--- src/rtl/udp_gen_pkg.sv ---
// Shared types and the payload pattern step function for the UDP traffic sequencer.
// Used by both the transmit pattern source and the optional receive checker.
package udp_gen_pkg;

    typedef enum logic [2:0] {
        ST_IDLE,
        ST_START,
        ST_WAIT,
        ST_GAP,
        ST_DONE
    } gen_state_e;

    typedef enum logic {
        PAT_INC  = 1'b0,
        PAT_LFSR = 1'b1
    } pat_mode_e;

    // Feedback taps b7, b5, b4, b3 of x^8+x^6+x^5+x^4+1 in shift-left form.
    localparam logic [7:0] LFSR_TAPS = 8'b1011_1000;

    function automatic logic [7:0] pat_next(input logic [7:0] cur,
                                            input pat_mode_e mode,
                                            input logic [7:0] inc);
        if (mode == PAT_LFSR) begin
            return {cur[6:0], ^(cur & LFSR_TAPS)};
        end
        return cur + inc;
    endfunction

endpackage

--- src/rtl/udp_pat_gen.sv ---
// Payload byte source: reloads SEED on load, otherwise advances one pattern step per step pulse.
// Load has priority over step so an end-of-packet always restarts the sequence.
module udp_pat_gen
    import udp_gen_pkg::*;
#(
    parameter logic [7:0] SEED = 8'h33,
    parameter logic [7:0] INC  = 8'h11
) (
    input  logic       gmii_tx_clk,
    input  logic       rst_n,
    input  logic       load,
    input  logic       step,
    input  pat_mode_e  mode,
    output logic [7:0] pat_byte
);

    always_ff @(posedge gmii_tx_clk or negedge rst_n) begin
        if (!rst_n) begin
            pat_byte <= SEED;
        end else if (load) begin
            pat_byte <= SEED;
        end else if (step) begin
            pat_byte <= pat_next(pat_byte, mode, INC);
        end
    end

endmodule

--- src/rtl/udp_pkt_gen.sv ---
// UDP traffic sequencer: bursts of stepped-length packets with a tx_done watchdog.
// Define UDP_PKT_CHK_EN to add the receive-side pattern checker and its ports.
module udp_pkt_gen
    import udp_gen_pkg::*;
#(
    parameter int          PKT_NUM    = 2,
    parameter logic [15:0] LEN_MIN    = 16'd10,
    parameter logic [15:0] LEN_STEP   = 16'd20,
    parameter logic [15:0] LEN_MAX    = 16'd1472,
    parameter int          GAP_CYCLES = 100,
    parameter logic [7:0]  SEED       = 8'h33,
    parameter logic [7:0]  INC        = 8'h11,
    parameter int          TIMEOUT    = 65535,
    parameter logic [47:0] DES_MAC    = 48'hff_ff_ff_ff_ff_ff,
    parameter logic [31:0] DES_IP     = {8'd192, 8'd168, 8'd1, 8'd10}
) (
    input  logic        gmii_tx_clk,
    input  logic        rst_n,
    input  logic        run,
    input  logic        stop,
    input  logic        mode,
    input  logic        tx_req,
    input  logic        tx_done,
`ifdef UDP_PKT_CHK_EN
    input  logic        rec_en,
    input  logic [7:0]  rec_data,
    input  logic        rec_pkt_done,
    output logic [15:0] chk_pkt_cnt,
    output logic [15:0] chk_err_cnt,
`endif
    output logic        tx_start_en,
    output logic [15:0] tx_byte_num,
    output logic [7:0]  tx_data,
    output logic [47:0] des_mac,
    output logic [31:0] des_ip,
    output logic        busy,
    output logic [15:0] pkt_cnt,
    output logic        timeout_err
);

    localparam int WD_W  = $clog2(TIMEOUT + 1);
    localparam int GAP_W = $clog2(GAP_CYCLES + 1);

    gen_state_e       state_reg, state_next;
    logic [15:0]      len_reg, byte_num_reg, pkt_cnt_reg;
    logic [WD_W-1:0]  wd_cnt_reg;
    logic [GAP_W-1:0] gap_cnt_reg;
    logic             stop_seen_reg, timeout_err_reg;

    pat_mode_e        pat_mode;
    logic             run_start, pkt_end, wd_hit, gap_end, run_over;
    logic [16:0]      len_sum;
    logic [15:0]      len_wrap;

    assign pat_mode  = pat_mode_e'(mode);
    assign run_start = (state_reg == ST_IDLE) && run;
    assign pkt_end   = (state_reg == ST_WAIT) && tx_done;
    assign wd_hit    = (state_reg == ST_WAIT) && !tx_done && (wd_cnt_reg == WD_W'(TIMEOUT - 1));
    assign gap_end   = (state_reg == ST_GAP) && (gap_cnt_reg == GAP_W'(GAP_CYCLES - 1));
    assign run_over  = stop_seen_reg || ((PKT_NUM != 0) && (pkt_cnt_reg == 16'(PKT_NUM)));

    // 17-bit sum so a step past 0xffff still counts as exceeding LEN_MAX.
    assign len_sum  = {1'b0, len_reg} + {1'b0, LEN_STEP};
    assign len_wrap = (len_sum > {1'b0, LEN_MAX}) ? LEN_MIN : len_sum[15:0];

    always_comb begin
        state_next  = state_reg;
        tx_start_en = 1'b0;
        unique case (state_reg)
            ST_IDLE:  if (run) state_next = ST_START;
            ST_START: begin
                tx_start_en = 1'b1;
                state_next  = ST_WAIT;
            end
            ST_WAIT: begin
                if (tx_done)     state_next = ST_GAP;
                else if (wd_hit) state_next = ST_DONE;
            end
            ST_GAP:   if (gap_end) state_next = run_over ? ST_DONE : ST_START;
            ST_DONE:  state_next = ST_IDLE;
            default:  state_next = ST_IDLE;
        endcase
    end

    always_ff @(posedge gmii_tx_clk or negedge rst_n) begin
        if (!rst_n) begin
            state_reg       <= ST_IDLE;
            len_reg         <= LEN_MIN;
            byte_num_reg    <= '0;
            pkt_cnt_reg     <= '0;
            wd_cnt_reg      <= '0;
            gap_cnt_reg     <= '0;
            stop_seen_reg   <= 1'b0;
            timeout_err_reg <= 1'b0;
        end else begin
            state_reg <= state_next;
            if (busy && stop) stop_seen_reg <= 1'b1;
            unique case (state_reg)
                ST_IDLE: if (run) begin
                    len_reg         <= LEN_MIN;
                    byte_num_reg    <= LEN_MIN;
                    pkt_cnt_reg     <= '0;
                    stop_seen_reg   <= 1'b0;
                    timeout_err_reg <= 1'b0;
                end
                ST_START: wd_cnt_reg <= '0;
                ST_WAIT: begin
                    wd_cnt_reg <= wd_cnt_reg + WD_W'(1);
                    if (tx_done) begin
                        if (pkt_cnt_reg != 16'hffff) pkt_cnt_reg <= pkt_cnt_reg + 16'd1;
                        len_reg     <= len_wrap;
                        gap_cnt_reg <= '0;
                    end else if (wd_hit) begin
                        timeout_err_reg <= 1'b1;
                    end
                end
                ST_GAP: begin
                    gap_cnt_reg <= gap_cnt_reg + GAP_W'(1);
                    if (gap_end && !run_over) byte_num_reg <= len_reg;
                end
                default: ;
            endcase
        end
    end

    // Reload on entry to START so tx_data already shows SEED during the start pulse.
    udp_pat_gen #(.SEED(SEED), .INC(INC)) u_tx_pat (
        .gmii_tx_clk (gmii_tx_clk),
        .rst_n       (rst_n),
        .load        ((state_next == ST_START) || pkt_end),
        .step        ((state_reg == ST_WAIT) && tx_req),
        .mode        (pat_mode),
        .pat_byte    (tx_data)
    );

    assign busy        = (state_reg != ST_IDLE);
    assign des_mac     = busy ? DES_MAC : '0;
    assign des_ip      = busy ? DES_IP : '0;
    assign tx_byte_num = byte_num_reg;
    assign pkt_cnt     = pkt_cnt_reg;
    assign timeout_err = timeout_err_reg;

`ifdef UDP_PKT_CHK_EN
    logic [7:0]  chk_byte;
    logic [15:0] chk_pkt_reg, chk_err_reg;

    udp_pat_gen #(.SEED(SEED), .INC(INC)) u_chk_pat (
        .gmii_tx_clk (gmii_tx_clk),
        .rst_n       (rst_n),
        .load        (run_start || rec_pkt_done),
        .step        (rec_en),
        .mode        (pat_mode),
        .pat_byte    (chk_byte)
    );

    always_ff @(posedge gmii_tx_clk or negedge rst_n) begin
        if (!rst_n) begin
            chk_pkt_reg <= '0;
            chk_err_reg <= '0;
        end else if (run_start) begin
            chk_pkt_reg <= '0;
            chk_err_reg <= '0;
        end else begin
            if (rec_en && (rec_data != chk_byte) && (chk_err_reg != 16'hffff))
                chk_err_reg <= chk_err_reg + 16'd1;
            if (rec_pkt_done && (chk_pkt_reg != 16'hffff))
                chk_pkt_reg <= chk_pkt_reg + 16'd1;
        end
    end

    assign chk_pkt_cnt = chk_pkt_reg;
    assign chk_err_cnt = chk_err_reg;
`endif

endmodule

--- config.mk ---
export PLATFORM = sky130hd
export DESIGN_NAME = udp_pkt_gen
export DESIGN_NICKNAME = d
export VERILOG_FILES = /design/src/rtl/udp_gen_pkg.sv /design/src/rtl/udp_pat_gen.sv /design/src/rtl/udp_pkt_gen.sv
export SDC_FILE = /design/constraint.sdc
export NUM_CORES = 1
export LEC_CHECK = 0
export ABC_AREA = 1
export CAP_MARGIN = 20
export CELL_PAD_IN_SITES_DETAIL_PLACEMENT = 1
export CELL_PAD_IN_SITES_GLOBAL_PLACEMENT = 1
export CORE_MARGIN = 2
export CORE_UTILIZATION = 39
export CTS_BUF_LIST = sky130_fd_sc_hd__clkbuf_8 sky130_fd_sc_hd__clkbuf_16
export DETAILED_ROUTE_END_ITERATION = 16
export PLACE_DENSITY = 0.83
export RECOVER_POWER = 25
export SLEW_MARGIN = 10
export SYNTH_ARGS = -nofsm -noshare
export SYNTH_HDL_FRONTEND = slang
export SYNTH_HIERARCHICAL = 1
export SYNTH_SLANG_ARGS = --single-unit
--- constraint.sdc ---
create_clock -name gmii_tx_clk -period 3.48 [get_ports gmii_tx_clk]
set_input_delay 0.348 -clock gmii_tx_clk [delete_from_list [all_inputs] [get_ports gmii_tx_clk]]
set_output_delay 0.348 -clock gmii_tx_clk [all_outputs]
set_load 0.02 [all_outputs]
# == Yosys cells after proc, flatten, opt, wreduce, memory -nomap -nowiden ==
# Index checks and enable logic that the tools add are counted.
# word_totals
ff_bits,84
in_bits,7
out_inout_bits,123
wordCells,89
# op_classes
n_addsub,5
order_cmp,1
eq_ne,14
mux,36
reduce_logical,24
# ops
cell,count
16-bit one-hot mux with 2 select lines,4
16-bit 2-to-1 mux,7
48-bit 2-to-1 mux,1
"16-bit by 1-bit adder with 16-bit output, second input constant",2
32-bit 2-to-1 mux,1
8-bit 2-to-1 mux,4
"16-bit by 5-bit adder with 17-bit output, second input constant",1
"17-bit by 11-bit > comparator with 1-bit output, second input constant",1
"16-bit equality test, second input constant",1
"16-bit by 2-bit equality test with 1-bit output, second input constant",1
"16-bit != test, second input constant",1
3-bit 2-to-1 mux,5
7-bit one-hot mux with 2 select lines,1
3-bit one-hot mux with 4 select lines,1
1-bit 2-to-1 mux,10
2-bit nonzero test,5
"8-bit by 5-bit adder with 8-bit output, second input constant",1
"2-bit != test, second input constant",4
4-bit AND reduction,2
8-bit parity,1
"7-bit by 1-bit adder with 7-bit output, second input constant",1
"7-bit equality test, second input constant",1
1-bit logical AND,7
7-bit 2-to-1 mux,1
10 further kinds,16

# == Logic depth before layout (Yosys ltp) ==
# Gate-level depths: netlist (run 1).
# depth
ltp_word,12
mapped_depth,13
mapped_depth_nobuf,13

# == Hierarchy ==
# Netlist (run 1), hierarchy kept.
# modules_own_cells
module,instances,cells_each,area_per_inst_um2,seq_area_each_um2
udp_pkt_gen,1,612,4810.9,1879.3
udp_pat_gen,1,87,591.8,205.2

# == Worst setup path after synthesis (run 1) ==
# No wires, ideal clock.
# synth_timing
path_kind,register -> register
start,reg pkt_cnt_reg[0] (netlist: pkt_cnt[0])
end,reg u_tx_pat.pat_byte[6]
setup_time_ps,65
arrival_time_ps,2051
required_ps,3415
path_slack_ps,1363
path_stages_with_launch,14
path_buffers,1
period_less_slack_ps,2117
cell_sequence,dfrtp_1 inv_1 ha_1 nand4_1 nor2_1 nand3_1 nand3_1 clkbuf_1 nand2_1 nor2_1 inv_1 a21oi_1 nand2_1 nand2_1
# synth_between
elab_chain_cells,8
elab_cells_between_ends,9
classes_between,eq/ne (2); mux (4); reduce/logical (3)
# synth_lines
element,line_no,text
"start, declared",udp_pkt_gen.sv:45,"logic [15:0] len_reg, byte_num_reg, pkt_cnt_reg;"
"start signal, assigned",udp_pkt_gen.sv:110,if (pkt_cnt_reg != 16'hffff) pkt_cnt_reg <= pkt_cnt_reg + 16'd1;
16-bit by 2-bit equality test with 1-bit output (*),udp_pkt_gen.sv:60,assign run_over = stop_seen_reg || ((PKT_NUM != 0) && (pkt_cnt_reg == 16'(PKT_NUM)));
1-bit logical OR (*),udp_pkt_gen.sv:60,
3-bit 2-to-1 mux (*) (2 in series),udp_pkt_gen.sv:79,ST_GAP: if (gap_end) state_next = run_over ? ST_DONE : ST_START;
3-bit one-hot mux with 4 select lines (*),udp_pkt_gen.sv:69,unique case (state_reg)
3-bit by 1-bit equality test with 1-bit output (*),udp_pkt_gen.sv:130,".load ((state_next == ST_START) || pkt_end),"
1-bit logical OR (*),udp_pkt_gen.sv:130,
8-bit 2-to-1 mux or 2-bit nonzero test (tied branches),--,
"end signal, assigned",udp_pat_gen.sv:23,"pat_byte <= pat_next(pat_byte, mode, INC);"
"end, declared",udp_pat_gen.sv:14,output logic [7:0] pat_byte
# Every way passes the cells marked *; elsewhere a longest branch is shown, timed or not.
# A chain may end at the register's enable or synchronous reset.

# == Final worst setup path (run 1) ==
# layout_timing
start,reg state_reg[1]
end,reg u_tx_pat.pat_byte[6]
# layout_between
elab_chain_cells,9
elab_cells_between_ends,18
classes_between,eq/ne (4); mux (6); reduce/logical (8)
# layout_lines
element,line_no,text
"start, declared",udp_pkt_gen.sv:44,"gen_state_e state_reg, state_next;"
"start signal, assigned",udp_pkt_gen.sv:96,state_reg <= state_next;
3-bit by 2-bit equality test with 1-bit output,--,
1-bit logical AND (2 in series),udp_pkt_gen.sv:58,assign wd_hit = (state_reg == ST_WAIT) && !tx_done && (wd_cnt_reg == WD_W'(TIMEOUT - 1));
3-bit 2-to-1 mux,udp_pkt_gen.sv:77,else if (wd_hit) state_next = ST_DONE;
3-bit 2-to-1 mux,udp_pkt_gen.sv:76,if (tx_done) state_next = ST_GAP;
3-bit one-hot mux with 4 select lines,udp_pkt_gen.sv:69,
3-bit by 1-bit equality test with 1-bit output,udp_pkt_gen.sv:130,
1-bit logical OR,udp_pkt_gen.sv:130,
8-bit 2-to-1 mux or 2-bit nonzero test (tied branches),--,
# Several ways; a longest one is shown, not always the timed one.

==> summary.md, run 1 <==
| Metric | Value |
|---|---|
| FF-to-FF End | u_tx_pat/pat_byte[6] |
| Max cap viols | 1 |
| Crit end category | flip-flop |
| Syn avg cell area | 7.729 um2 |
| LEAKAGE | 2.962 nW |
| Post-CTS sizing | 0 |
| Worst VDD drop | 0.1974 mV |
| Syn. warnings | 6 |
| Top cells by area, synth | dfrtp_1 36%, buf_4 11%, nand2_1 9.2% |
| Routed via count | 4689 |
| Register bit total from synthesis | 83 |
| CTS Hold Buffers Added | 0 |
| Normalized max-slew margin | -24.87% |
| Clock buffer depth | 2 |
| Final setup TNS | 0 ps |
| Outcome | finished with violations |
| Reg2Reg Setup Slack | 790 ps |
| Violation count after the first detailed-route iteration | 233 |
| Sequential fraction of the synthesis area | 38.58% |
| Pins Over Slew Limit | 73 |
| Hold crit path type | reg2reg |
| Vias in the first global route | 4719 |
| Startpoint Class | flip-flop |
| Worst EP required | 3770 ps |
| H-tree Lvls | 3 |
| Most frequent cells in the layout | 132 x nand2_1, 104 x clkdlybuf4s50_1, 77 x dfrtp_1 |
| Layout cells sized above 1 | 10.89% |
| Drt first pass iters | 4 |
| Mapped Area | 5403 um2 |
| Starting Density | 39.38% |
| HPWL after DPL | 10620 um |
| Top Ports | 130 |
| Die span in y | 121.7 um |
| First-pass GRT wire length | 23780 um |
| Crit path to | u_tx_pat/pat_byte[6] |
| Final instance area | 6401 um2 |
| Die X | 121.7 um |
| Routed Antenna Nets | 0 |
| Routed wire per std cell | 15.59 um |
| Core ar. | 13720 um2 |
| CTS Buf Count | 9 |
| WS Path Type | reg2reg |
| Clk Latency, worst-skew pair | 350 ps |
| Pwr/cell area | 738.3 nW/um2 |
| Worst Setup SP | state_reg[1] |
| Most common cell after layout, fill and taps aside | nand2_1 |
| Share of flip-flops with an asynchronous set or reset | 100.0% |
| Cell variety after synth | 48 |
| EDFF count, synth | 0 |
| Syn Inst Count | 699 |
| Clock skew | 5.827 ps |
| Area post-placement | 6122 um2 |
| Arrival time worst endpoint | 2980 ps |
| FF-to-FF Start | state_reg[1] |
| Vias/cell | 5.026 |
| Layout net count | 765 |
| RSZ-0062 raised after global routing | false |
| Area Growth Syn to Fin | 18.48% |
| Die area | 14810 um2 |
| TritonCTS clock tree | yes |
| Cell accounting for the most synthesized area | dfrtp_1 |
| # port buffers | 105 |
| Tmin final | 2690 ps |
| Worst slew pin tran | 1873 ps |
| Post-synth top area share | 35.66% |
| # rows | 43 |
| Worst r2r path cells | 13 |
| Remaining routing DRC violations | 0 |
| Crit-path max FO | 24 |
| Detailed Route WL | 14550 um |
| Largest net degree at the start of global routing | 73 |
| Final setup fails | 0 |
| Root Driver | clkbuf_16 |
| Failing checks | max-capacitance violations, max-slew violations |
| CTS clk-pin slew, worst paths | 60 ps |
| Post-CTS Setup Bufs | 0 |
| F_max | 371.7 MHz |
| Clock sinks | 83 |
| Endpoints failing hold | 0 |
| Final period utilization | 77.31% |
| Tot GR Track Use | 20.22% |
| RePlAce Congestion | 0.9216 |
| Layout fillers | 1681 |
| Diode count | 0 |
| Overflow after GRT | 0 |
| Initial antenna violation count | 0 |
| Main synth FF type | dfrtp_1 |
-- cells in the mapped netlist (10+ instances only) --
library cell    n
nand3_1        66
buf_4          82
ha_1           10
nor3_1         11
nand2_1       132
dfrtp_1        77
o21ai_0        30
xor2_1         11
nand4_1        15
nor2_1         69
a21oi_1        15
inv_1          71
nand2_2        14
-- worst max-delay path, stage by stage, from the launching register on --
cell	delay [ps]
dfrtp_1	400
inv_2	80
nor2_4	40
nand2_2	260
inv_2	260
nand2_2	200
nand2_2	310
inv_1	240
nand2_1	120
nor2_1	330
inv_1	130
a21oi_1	140
nand2_1	70
nand2_1	50
-- worst min path at each step --
| stage | from | endpoint | slack (ps) | cells after the start |
|---|---|---|---|---|
| after floorplan | rst_n | gap_cnt_reg[0] | 50 | 0 |
| after global routing | len_reg[1] | len_reg[1] | 530 | 2 |
| after detailed placement | len_reg[1] | len_reg[1] | 490 | 2 |
| after CTS | rst_n | wd_cnt_reg[9] | 190 | 1 |
| final | len_reg[1] | len_reg[1] | 490 | 2 |
| after global placement | gap_cnt_reg[4] | gap_cnt_reg[5] | 470 | 1 |
-- layer usage --
metal  vias to the layer above  global-route usage, %  routed length (um)
li1                       2248                      -                   -
met1                      2308                  25.76                6590
met4                         0                  6.466                 187
met5                         -                      0                   0
met3                        15                  3.886                 608
met2                       118                  34.69                7163
-- per-stage QoR --
stage / std cells / worst slack (ps) / hold WS, ps / power, mW / utilization, %
after CTS: 933 / 782.1 / 190.1 / 4.765 / 46.68
after global placement: 917 / 962.8 / 466.5 / 3.749 / 44.62
after detailed placement: 917 / 827.4 / 487.6 / 3.826 / 44.62
final: 933 / 789.6 / 491.4 / 4.726 / 46.66
after floorplan: 722 / 1363 / 52.41 / 3.189 / -
after global routing: 933 / 420.8 / 529.9 / 5.016 / 46.66
-- cells by family after synthesis --
logic type / after synthesis / synth area share [%]
flip-flops: 83 / 38.58
other: 1 / 0.06941
buffers and inverters: 175 / 18.02
adder cells (fa/ha/maj): 10 / 2.316
multiplexers: 2 / 0.3937
XOR/XNOR: 12 / 1.945
AO/OA/AOI/OAI: 79 / 9.264
AND/OR/NAND/NOR: 337 / 29.41
-- power by group --
| part | total, mW | internal [mW] | leakage, nW | switching [mW] |
|---|---|---|---|---|
| registers | 1.33 | 1.13 | 1.11 | 0.191 |
| logic | 2.48 | 0.953 | 1.72 | 1.53 |
| clock network | 0.916 | 0.517 | 0.139 | 0.399 |
-- cell type report --
type / count / area (um2) / share of cell area (%)
Tap cell: 180 / 225.2 / 3.518
Clock buffer: 11 / 252.7 / 3.948
Sequential cell: 83 / 2085 / 32.56
Inverter: 82 / 310.3 / 4.848
Multi-Input combinational cell: 464 / 2431 / 37.98
Timing Repair Buffer: 108 / 1069 / 16.69
Clock inverter: 5 / 28.78 / 0.4496
(Power assumes the default switching activity.)
==> run 2: changes to the inputs <==
--- a/config.mk
+++ b/config.mk
@@ -10,10 +10,10 @@
 export CELL_PAD_IN_SITES_DETAIL_PLACEMENT = 1
 export CELL_PAD_IN_SITES_GLOBAL_PLACEMENT = 1
 export CORE_MARGIN = 2
-export CORE_UTILIZATION = 39
+export CORE_UTILIZATION = 33
 export CTS_BUF_LIST = sky130_fd_sc_hd__clkbuf_8 sky130_fd_sc_hd__clkbuf_16
 export DETAILED_ROUTE_END_ITERATION = 16
-export PLACE_DENSITY = 0.83
+export PLACE_DENSITY = 0.74
 export RECOVER_POWER = 25
 export SLEW_MARGIN = 10
 export SYNTH_ARGS = -nofsm -noshare
==> constraint.sdc (replaced) <==
create_clock -name gmii_tx_clk -period 2.4 [get_ports gmii_tx_clk]
set_input_delay 0.24 -clock gmii_tx_clk [delete_from_list [all_inputs] [get_ports gmii_tx_clk]]
set_output_delay 0.24 -clock gmii_tx_clk [all_outputs]
set_load 0.02 [all_outputs]
==> summary.md, run 2 (synthesis results as in run 1) <==
| Metric | Value |
|---|---|
| Normalized max-slew margin | 25.98% |
| Endpoints failing hold | 0 |
| WS Path Type | reg2out |
| # rows | 46 |
| Layout net count | 773 |
| CP Cell Sequence | nor3_1 -> inv_1 -> buf_6 -> clkdlybuf4s50_1 |
| Worst slew pin tran | 1110 ps |
| Outcome | finished, final reports clean |
| Root Driver | clkbuf_16 |
| Starting Density | 33.89% |
| Cell family with most CP delay | buffers and inverters |
| H-tree Lvls | 3 |
| Combinational share of power | 52.8% |
| Clock buffer depth | 2 |
| CTS Buf Count | 9 |
| Startpoint Class | flip-flop |
| Overflow after GRT | 0 |
| Net Sw Frac | 44.04% |
| Largest net degree at the start of global routing | 59 |
| Most frequent cells in the layout | 132 x nand2_1, 104 x clkdlybuf4s50_1, 77 x dfrtp_1 |
| Final period utilization | 89.56% |
| Clock skew | 5.767 ps |
| Diode count | 0 |
| Pins Over Slew Limit | 0 |
| Final setup TNS | 0 ps |
| Top Ports | 130 |
| Core ar. | 15940 um2 |
| Most common cell after layout, fill and taps aside | nand2_1 |
| Max cap viols | 0 |
| Internal | 3.931 mW |
| Tmin final | 2149 ps |
| Clk Latency, worst-skew pair | 340 ps |
| LEAKAGE | 3.021 nW |
| Die span in y | 132.0 um |
| Area of the multi-input gates | 2424 um2 |
| RePlAce Congestion | 0.8717 |
| Arrival time worst endpoint | 1910 ps |
| Place WS | 257.3 ps |
| F_max | 465.2 MHz |
| Initial antenna violation count | 0 |
| Worst VDD drop | 0.4065 mV |
| Final WS setup | 250.6 ps |
| CTS clk-pin slew, worst paths | 60 ps |
| Vias in the first global route | 4917 |
| Hold_ws | 484.9 ps |
| Routed via count | 4740 |
| Crit path largest cell delay | 680 ps |
| Area Growth Syn to Fin | 20.73% |
| Detailed Route WL | 14960 um |
| Worst EP required | 2160 ps |
| Remaining routing DRC violations | 0 |
| Tot GR Track Use | 17.44% |
| NetSw | 3.094 mW |
| Slowest-stage cell, CP | clkdlybuf4s50_1 |
| Reg area | 2085 um2 |
| Vias/cell | 4.852 |
| Hold crit path type | reg2reg |
| Crit-path max FO | 58 |
| Die X | 132.0 um |
| Pwr/cell area | 1077 nW/um2 |
| Die area | 17410 um2 |
| Violation count after the first detailed-route iteration | 205 |
| TritonCTS clock tree | yes |
| Layout cells sized above 1 | 11.30% |
| Drt first pass iters | 4 |
| # port buffers | 105 |
| Crit end category | primary output |
| Post-CTS Setup Bufs | 0 |
| First-pass GRT wire length | 24810 um |
| Layout fillers | 1955 |
| Crit path buf inv count | 3 |
| RSZ-0062 raised after global routing | false |
| Reg power frac | 27.0% |
| Final setup fails | 0 |
| Routed wire per std cell | 15.32 um |
| Clock sinks | 83 |
| HPWL after DPL | 11010 um |
| Clock Power Share | 20.1% |
| Routed Antenna Nets | 0 |
[run 2: power groups by stage]
stage	logic, mW	registers (mW)	clock network, mW
after floorplan	2.64	1.99	0
after global placement	3.62	1.90	0
after detailed placement	3.74	1.92	0
after CTS	3.76	1.90	1.45
after global routing	4.00	1.94	1.50
final	3.71	1.90	1.41
[run 2: worst reg2reg max path: cells and delay by family (launching register included)]
family                 cells  cell delay [ps]
AOI/OAI and AO/OA          2              320
buffers and inverters      3              520
DFF                        1              390
and+or+nand+nor            6              820
[run 2: final timing paths]
kind                                   to  slack [ps]         start  depth (start not counted)
setup / recovery              des_mac[46]         250  state_reg[0]                          4
hold / removal                 len_reg[1]         480    len_reg[1]                          2
setup reg to reg               pkt_cnt[2]         280  state_reg[2]                         11
hold reg to reg                len_reg[1]         480    len_reg[1]                          2
max in group asynchronous  gap_cnt_reg[1]         430         rst_n                          3
min in group asynchronous  gap_cnt_reg[5]         640         rst_n                          2
[run 2: layout make-up]
cell class | count | share of cell area, %
multi-input cells | 464 | 37.16
flip-flops and latches | 83 | 31.96
repair buffers | 116 | 17.40
inverters | 82 | 4.757
well taps | 216 | 4.143
clock buffers | 11 | 3.875
clock inverters | 5 | 0.7098
[run 2: routing by layer]
layer  wire length, um  part of all wire [%]  vias to the layer above  track usage (%)
met5                 0                     0                        -                0
met4               180                   1.2                        0            5.314
met3               800                   5.3                       14            3.652
li1                  -                     -                     2263                -
met2              7157                    48                      137            30.01
met1              6824                    46                     2326            21.97
[run 2: what timing repair did]
| action | in CTS | in global routing |
|---|---|---|
| setup endpoints to repair | 0 | 11 |
| hold buffers | 1 | 0 |
| resized for setup | 0 | 1 |
| endpoints found under the hold margin | 38 | 0 |
[run 2: stage by stage]
stage          cells  cell area, um2  total power [mW]  util [%]
2_1_floorplan    722            5489             4.624         -
3_3_place_gp     960            6232             5.528     39.09
3_5_place_dp     960            6232             5.658     39.09
4_1_cts          977            6541             7.108     41.03
5_1_grt          977            6523             7.442     40.91
6_report         977            6523             7.025     40.91
==> run 3: changes to the inputs <==
--- a/config.mk
+++ b/config.mk
@@ -14,7 +14,6 @@
 export CTS_BUF_LIST = sky130_fd_sc_hd__clkbuf_8 sky130_fd_sc_hd__clkbuf_16
 export DETAILED_ROUTE_END_ITERATION = 16
 export PLACE_DENSITY = 0.74
-export RECOVER_POWER = 25
 export SLEW_MARGIN = 10
 export SYNTH_ARGS = -nofsm -noshare
 export SYNTH_HDL_FRONTEND = slang
==> summary.md, run 3 (synthesis results as in run 1) <==
| Metric | Value |
|---|---|
| Layout cells sized above 1 | 11.43% |
| Crit end category | primary output |
| # port buffers | 105 |
| Area Growth Syn to Fin | 21.14% |
| Violation count after the first detailed-route iteration | 174 |
| Inst Count DP | 960 |
| CTS clk-pin slew, worst paths | 60 ps |
| Pins Over Slew Limit | 0 |
| Endpoints failing hold | 0 |
| Clock skew | 5.575 ps |
| Most common cell after layout, fill and taps aside | nand2_1 |
| Tmin final | 2145 ps |
| Total power | 7.037 mW |
| H-tree Lvls | 3 |
| Core ar. | 15940 um2 |
| CTS Buf Count | 9 |
| Final setup fails | 0 |
| Remaining routing DRC violations | 0 |
| Clock buffer depth | 2 |
| Worst EP required | 2160 ps |
| Crit path buf inv count | 3 |
| # rows | 46 |
| Area of the multi-input gates | 2431 um2 |
| RePlAce Congestion | 0.8717 |
| Die span in y | 132.0 um |
| Pwr/cell area | 1075 nW/um2 |
| Worst r2r path cells | 11 |
| Vias/cell | 4.871 |
| Largest net degree at the start of global routing | 59 |
| Clk Latency, worst-skew pair | 340 ps |
| CP Cell Sequence | nor3_1 -> inv_1 -> buf_6 -> clkdlybuf4s50_1 |
| First-pass GRT wire length | 24810 um |
| TritonCTS clock tree | yes |
| FF-to-FF End | pkt_cnt[2] |
| Detailed Route WL | 15000 um |
| LEAKAGE | 3.028 nW |
| Max cap viols | 0 |
| Post-CTS Setup Bufs | 0 |
| F_max | 466.3 MHz |
| Slowest-stage cell, CP | clkdlybuf4s50_1 |
| Outcome | finished, final reports clean |
| Crit-path max FO | 58 |
| Clock sinks | 83 |
| Reg area | 2085 um2 |
| Tot GR Track Use | 17.44% |
| Final WS setup | 255.3 ps |
| Top Ports | 130 |
| Layout fillers | 1953 |
| Fin cells | 977 |
| Die X | 132.0 um |
| Die area | 17410 um2 |
| Root Driver | clkbuf_16 |
| Normalized max-slew margin | 60.52% |
| Worst VDD drop | 0.4065 mV |
| Routed via count | 4759 |
| Most frequent cells in the layout | 132 x nand2_1, 104 x clkdlybuf4s50_1, 77 x dfrtp_1 |
| FF-to-FF Start | state_reg[2] |
| Cell family with most CP delay | buffers and inverters |
| Routed Antenna Nets | 0 |
| Layout net count | 773 |
| Drt first pass iters | 4 |
| Vias in the first global route | 4917 |
| WS Path Type | reg2out |
| Startpoint Class | flip-flop |
| Crit path largest cell delay | 680 ps |
| Place WS | 257.3 ps |
| Starting Density | 33.89% |
| Hold crit path type | in2async |
| Fin util | 41.05% |
| Final period utilization | 89.36% |
| HPWL after DPL | 11010 um |
| RSZ-0062 raised after global routing | false |
| Routed wire per std cell | 15.35 um |
| Arrival time worst endpoint | 1900 ps |
| Overflow after GRT | 0 |
| Reg2Reg Setup Slack | 350 ps |
| Diode count | 0 |
| Worst slew pin tran | 592.2 ps |
| Worst Setup SP | state_reg[2] |
| Final setup TNS | 0 ps |
| Initial antenna violation count | 0 |
## run 3: cell types whose count changed in the layout (fill, tap and decap cells not counted), sizes merged
cell	previous run	this run
buf	9	11
clkbuf	13	11
## run 3: worst max-delay path by stage
stage               slack (ps)  depth (start not counted)              endpoint
global placement           400                          9            pkt_cnt[2]
floorplan                  280                         13  u_tx_pat/pat_byte[6]
global route               120                          4           des_mac[31]
finish                     260                          4           des_mac[46]
detailed placement         260                          9            pkt_cnt[2]
CTS                         90                          4           des_mac[15]
## run 3: metrics by stage
step	cell area, um2	hold WS, ps
finish	6545	441.7
CTS	6541	477.3
global placement	6232	288.0
detailed placement	6232	296.5
global route	6545	500.6
floorplan	5489	-55.59
## run 3: where the power goes
part | switching, mW | total, mW | internal [mW]
registers | 0.253 | 1.90 | 1.64
clock network | 0.563 | 1.41 | 0.850
logic | 2.28 | 3.73 | 1.44
## run 3: area by class of cell
type | instances | share of cell area [%]
Clock buffer | 11 | 3.862
Clock inverter | 5 | 0.7073
Inverter | 82 | 4.741
Multi-Input combinational cell | 464 | 37.14
Sequential cell | 83 | 31.85
Tap cell | 216 | 4.129
Timing Repair Buffer | 116 | 17.57
## run 3: layer usage
layer  wire length (um)  track usage [%]  part of all wire [%]  vias to the layer above
met5                  0                0                     0                        -
met4                187            5.314                   1.2                        0
met3                848            3.652                   5.7                       16
met2               7162            30.01                    48                      141
met1               6799            21.97                    45                     2337
li1                   -                -                     -                     2265
## run 3: what timing repair did
item / 4_1_cts / 5_1_grt
hold endpoints to repair: 38 / 0
resized for setup: 0 / 1
hold buffers: 1 / 0
endpoints found under the setup margin: 0 / 11
